===== src/rtl/vga_write_buffer.sv =====
// vga_write_buffer: FIFO between the memory stage and the framebuffer write port.
// It queues pixel writes and drains them only while drain_ok is high.
//
// Ports:
//   clock, reset (async, active-high)
//   vga_wren_enable / vga_data_addr / vga_data_write : pixel write request
//   drain_ok : the framebuffer port may be written this cycle
//   fb_wren / fb_addr / fb_data : registered framebuffer write port
//   full / empty / count : occupancy; full is the processor stall source
//   overflow : sticky flag, set when a request is dropped while full
//
// Optional build macro VGA_COALESCE_EN:
//   A write to the same address as the newest queued entry overwrites
//   that entry's colour. It does not take a new slot.
module vga_write_buffer #(
  parameter int DEPTH  = 16,
  parameter int PTR_W  = 4,
  parameter int ADDR_W = 19,
  parameter int DATA_W = 8
) (
  input  logic              clock,
  input  logic              reset,
  input  logic              vga_wren_enable,
  input  logic [ADDR_W-1:0] vga_data_addr,
  input  logic [DATA_W-1:0] vga_data_write,
  input  logic              drain_ok,
  output logic              fb_wren,
  output logic [ADDR_W-1:0] fb_addr,
  output logic [DATA_W-1:0] fb_data,
  output logic              full,
  output logic              empty,
  output logic [PTR_W:0]    count,
  output logic              overflow
);

  localparam logic [PTR_W:0]   LP_FULL    = (PTR_W+1)'(DEPTH);
  localparam logic [PTR_W:0]   LP_CNT_ONE = (PTR_W+1)'(1);
  localparam logic [PTR_W-1:0] LP_PTR_ONE = PTR_W'(1);

  logic [ADDR_W-1:0] r_mem_addr [DEPTH];
  logic [DATA_W-1:0] r_mem_data [DEPTH];

  logic [PTR_W-1:0]  r_wr_ptr;
  logic [PTR_W-1:0]  r_rd_ptr;
  logic [PTR_W:0]    r_count;
  logic              r_overflow;
  logic              r_fb_wren;
  logic [ADDR_W-1:0] r_fb_addr;
  logic [DATA_W-1:0] r_fb_data;

  logic w_empty;
  logic w_full;
  logic w_pop;
  logic w_push;
  logic w_drop;
  logic w_merge;

  // Flags come from the occupancy counter. When the FIFO is full,
  // the two pointers are equal, so pointer equality alone cannot
  // tell full from empty.
  assign w_empty = (r_count == '0);
  assign w_full  = (r_count == LP_FULL);
  assign w_pop   = drain_ok & ~w_empty;

`ifdef VGA_COALESCE_EN
  logic [PTR_W-1:0] w_last_ptr;

  assign w_last_ptr = r_wr_ptr - LP_PTR_ONE;

  // Do not merge into the only entry while that entry is leaving.
  // The merged colour would otherwise be lost.
  assign w_merge = vga_wren_enable & ~w_empty
                 & (r_mem_addr[w_last_ptr] == vga_data_addr)
                 & ~((r_count == LP_CNT_ONE) & w_pop);
`else
  assign w_merge = 1'b0;
`endif

  // A request while full is still accepted if a slot frees this cycle.
  assign w_push = vga_wren_enable & ~w_merge & (~w_full | w_pop);
  assign w_drop = vga_wren_enable & ~w_merge & w_full & ~w_pop;

  // Storage has no reset. Only entries inside the pointer window are read.
  always_ff @(posedge clock) begin
    if (w_push) begin
      r_mem_addr[r_wr_ptr] <= vga_data_addr;
      r_mem_data[r_wr_ptr] <= vga_data_write;
    end
`ifdef VGA_COALESCE_EN
    else if (w_merge) begin
      r_mem_data[w_last_ptr] <= vga_data_write;
    end
`endif
  end

  always_ff @(posedge clock or posedge reset) begin
    if (reset) begin
      r_wr_ptr   <= '0;
      r_rd_ptr   <= '0;
      r_count    <= '0;
      r_overflow <= 1'b0;
      r_fb_wren  <= 1'b0;
      r_fb_addr  <= '0;
      r_fb_data  <= '0;
    end else begin
      if (w_push) begin
        r_wr_ptr <= r_wr_ptr + LP_PTR_ONE;
      end
      if (w_pop) begin
        r_rd_ptr <= r_rd_ptr + LP_PTR_ONE;
      end

      unique case ({w_push, w_pop})
        2'b10:   r_count <= r_count + LP_CNT_ONE;
        2'b01:   r_count <= r_count - LP_CNT_ONE;
        default: r_count <= r_count;
      endcase

      if (w_drop) begin
        r_overflow <= 1'b1;
      end

      // When there is no pop, the address and data keep their last
      // values and only the strobe drops.
      r_fb_wren <= w_pop;
      if (w_pop) begin
        r_fb_addr <= r_mem_addr[r_rd_ptr];
        r_fb_data <= r_mem_data[r_rd_ptr];
      end
    end
  end

  assign fb_wren  = r_fb_wren;
  assign fb_addr  = r_fb_addr;
  assign fb_data  = r_fb_data;
  assign full     = w_full;
  assign empty    = w_empty;
  assign count    = r_count;
  assign overflow = r_overflow;

endmodule


===== config.mk =====
export PLATFORM = sky130hd
export DESIGN_NAME = vga_write_buffer
export DESIGN_NICKNAME = d
export VERILOG_FILES = /design/src/rtl/vga_write_buffer.sv
export SDC_FILE = /design/constraint.sdc
export NUM_CORES = 1
export LEC_CHECK = 0
export CAP_MARGIN = 20
export CORE_MARGIN = 5
export CORE_UTILIZATION = 50
export DETAILED_ROUTE_END_ITERATION = 16
export MAX_ROUTING_LAYER = met4
export PLACE_DENSITY = 0.63
export RECOVER_POWER = 50
export SLEW_MARGIN = 20
export SYNTH_ARGS = -nofsm -noshare
export SYNTH_HDL_FRONTEND = slang
export SYNTH_SLANG_ARGS = --single-unit

===== constraint.sdc =====
create_clock -name clock -period 3.7 [get_ports clock]
set_clock_uncertainty 0.05 [all_clocks]
set_input_delay 0.555 -clock clock [delete_from_list [all_inputs] [get_ports clock]]
set_output_delay 0.555 -clock clock [all_outputs]
set_load 0.05 [all_outputs]

==> impl_metrics.py <==
metrics = {
    "outcome": {
        "status": "finished, final reports clean",
    },
    "yosys": {
        "synth_top_area_share_pct": 70.7,
        "synthesis.area_um2": 18300,
        "synth-seq-cells": 474,
        "synth.area.top_cells": "edfxtp_1, mux4_2, dfrtp_1, mux2_2, o22ai_2",
        "yosys_warnings": 0,
        "syn_area_per_cell_um2": 22.3,
        "synth_nets": 864,
        "synth-seq-area-share_pct": 76.4,
        "yosys.area.top_type": "edfxtp_1",
        "postSynthCellCount": 824,
        "synth_cell_types": 39,
    },
    "drt": {
        "first_pass_iters": 5,
        "drc": 0,
        "via_per_inst": 5.97,
        "drt_iter0_drc": 651,
        "wl_per_cell_um": 26.2,
        "totalWireLength_um": 37200,
        "via_count": 8496,
        "ant_nets": 0,
    },
    "sta": {
        "fin_setup_tns_ns": 0,
        "period_needed_ns": 3.33,
        "hold_viol_final": 0,
        "rsz0062_at_grt": "false",
        "fin_crit_sh_pct": 90.0,
        "drv_slew": 0,
        "worstMarginPinSlew_ns": 1.34,
        "fmaxAchievable_mhz": 300,
        "max_slew_margin_pct": 10.7,
        "setup_viol": 0,
    },
    "clock_network": {
        "numCtsBuffers": 46,
        "cts_buffer_depth": 3,
        "cts_hold_repair.buffers": 0,
        "root_buffer": "clkbuf_16",
        "cts_tree": "done",
        "cts_setup_buffers": 0,
        "clock_latency_ns": 0.55,
        "htree_levels": 2,
        "clk_pin_slew_ns": 0.06,
        "cts_sinks": 474,
        "post_cts_resized": 0,
    },
    "die": {
        "std_cell_rows": 70,
        "core-area_um2": 36400,
        "die-area_um2": 40600,
        "start_util_pct": 50.3,
        "die_h_um": 202,
        "io_pins": 67,
        "die_x_um": 202,
    },
    "global_route": {
        "grt_pass1_vias": 8994,
        "grt_pass1_wl_um": 57100,
        "antenna_found_initial": 1,
        "grtUsageTotal_pct": 19.2,
        "grt.overflow.total": 0,
        "grt_max_degree": 61,
    },
    "power": {
        "p_leak_nw": 6.73,
        "power.density_nw_per_um2": 777,
        "ir_drop_mv": 0.359,
    },
    "critical_path": {
        "cp_max_fo": 9,
        "worstPathRequired_ns": 3.09,
        "path_class": "flip-flop to output port",
        "cp.arrival_ns": 2.73,
        "end_kind": "output port",
        "critPathLaunchType": "flip-flop",
    },
    "hold_path": {
        "min-delay-path-class": "flip-flop to flip-flop",
    },
    "final_layout": {
        "num-nets-final": 958,
        "final_area_um2": 21000,
        "multi_input_area_um2": 4020,
        "fill_cells": 2661,
        "drive_above_1_share_pct": 28.6,
        "ff_latch_area_um2": 14000,
        "area_growth_pct": 14.7,
    },
    "placed_design": {
        "io_buffers": 66,
        "gp_congestion": 0.779,
        "hpwlAfterDp_um": 20400,
        "placed_area_um2": 19600,
    },
    "flow_run": {
        "maxCapViolations": 0,
    },
}
[metrics by stage]
stage | hold slack, ns | setup WS (ns) | utilization [%] | total power, mW | instances
after CTS | 0.416 | 0.477 | 57.8 | 16.6 | 1423
after global placement | 0.391 | 0.612 | 53.8 | 12.0 | 1337
after global routing | 0.443 | 0.260 | 57.7 | 17.1 | 1424
after floorplan | 0.450 | 0.297 | - | 10.7 | 824
final | 0.419 | 0.369 | 57.7 | 16.4 | 1424
after detailed placement | 0.416 | 0.514 | 53.9 | 12.2 | 1338
[registers in the layout (all words and copies together) (netlist names)]
signal,cells
r_mem_addr,304
r_mem_data,128
fb_addr,19
fb_data,8
count,5
r_rd_ptr,4
r_wr_ptr,4
fb_wren,1
overflow,1
[cell usage in the layout (no fill, tap or decap), types with 2 or more instances in the layout]
cell type,n
edfxtp_1,432
mux4_2,108
clkbuf_16,47
dfrtp_1,39
dlygate4sd3_1,36
o22ai_1,34
clkdlybuf4s50_1,30
mux2_2,28
o22ai_2,20
a21oi_2,20
clkbuf_1,17
buf_4,17
and2_1,16
a21oi_1,10
ha_1,9
xnor2_1,8
clkinv_2,8
clkinv_1,8
nand2_1,7
buf_12,7
inv_1,6
nor2_1,4
o21ai_0,4
clkbuf_8,4
nand2b_1,3
xor2_1,3
nor3b_1,3
dfrtp_4,3
or2_2,2
a21o_1,2
nor3_1,2
nand4_1,2
inv_6,2
[cells in the mapped netlist]
cell type / count
o211a_1: 1
o21ai_4: 1
or2_2: 2
o21ai_0: 4
buf_4: 8
a21oi_2: 20
o22ai_2: 20
nand2_1: 7
inv_1: 5
clkbuf_1: 14
xnor2_1: 8
dfrtp_1: 42
ha_1: 9
mux2_2: 28
a21oi_1: 10
inv_2: 2
buf_1: 3
o211ai_4: 1
a31oi_1: 1
nor2_1: 4
a311oi_1: 1
nor3_1: 2
edfxtp_1: 432
and3b_1: 1
nand4_1: 2
and2_1: 16
nor2b_1: 1
nand2b_1: 3
xor2_1: 3
and3_4: 1
mux4_2: 108
o31ai_1: 1
nor3b_1: 3
or4_4: 1
o22ai_1: 34
a21o_1: 2
buf_2: 16
buf_6: 6
o31a_4: 1
[final cells by class]
class                      instances  area share (%)
multi-input combinational        296            19.1
clock inverter                    19           0.559
clock buffer                      66            6.12
antenna                            1          0.0119
timing repair buffer              93            4.58
inverter                           7           0.125
sequential                       474            66.7
tap                              468            2.78
[kinds of logic (layout without fill, tap and decap cells)]
logic type	count (synthesis)	in the layout	synth area share, %
AOI/OAI and AO/OA	97	97	4.42
xor gates and xnor gates	11	11	0.525
adders and majority gates	9	9	0.614
buffers and inverters	54	185	1.62
DFF	474	474	76.4
muxes	136	136	15.0
other	0	1	0
and+or+nand+nor	43	43	1.39
[metal layers]
metal	wire length, µm	GRT usage (%)	up-vias
met5	0	-	-
met4	733	4.88	0
met3	2250	3.37	58
met2	18600	30.6	252
met1	15700	26.1	4545
li1	-	-	3641
[power by group]
group	internal, mW	switching, mW
clock	2.49	1.87
sequential	6.57	0.457
combinational	2.25	2.71
total	11.3	5.04
[worst paths after layout]
path / start / endpoint / slack (ns) / cells after the start
setup / recovery: count[1] / empty / 0.37 / 3
setup reg to reg: count[1] / count[4] / 0.46 / 10
hold reg to reg: overflow / overflow / 0.42 / 1
hold / removal: overflow / overflow / 0.42 / 1
min in group asynchronous: reset / overflow / 0.79 / 2
max in group asynchronous: reset / fb_addr[10] / 1.52 / 3
[critical path, stage by stage, from the launching register on]
cell             delay (ns)
dfrtp_1                0.47
or4_1                  0.72
nor2_1                 0.17
clkdlybuf4s50_1        0.82
Power figures use the tool's default switching activity.
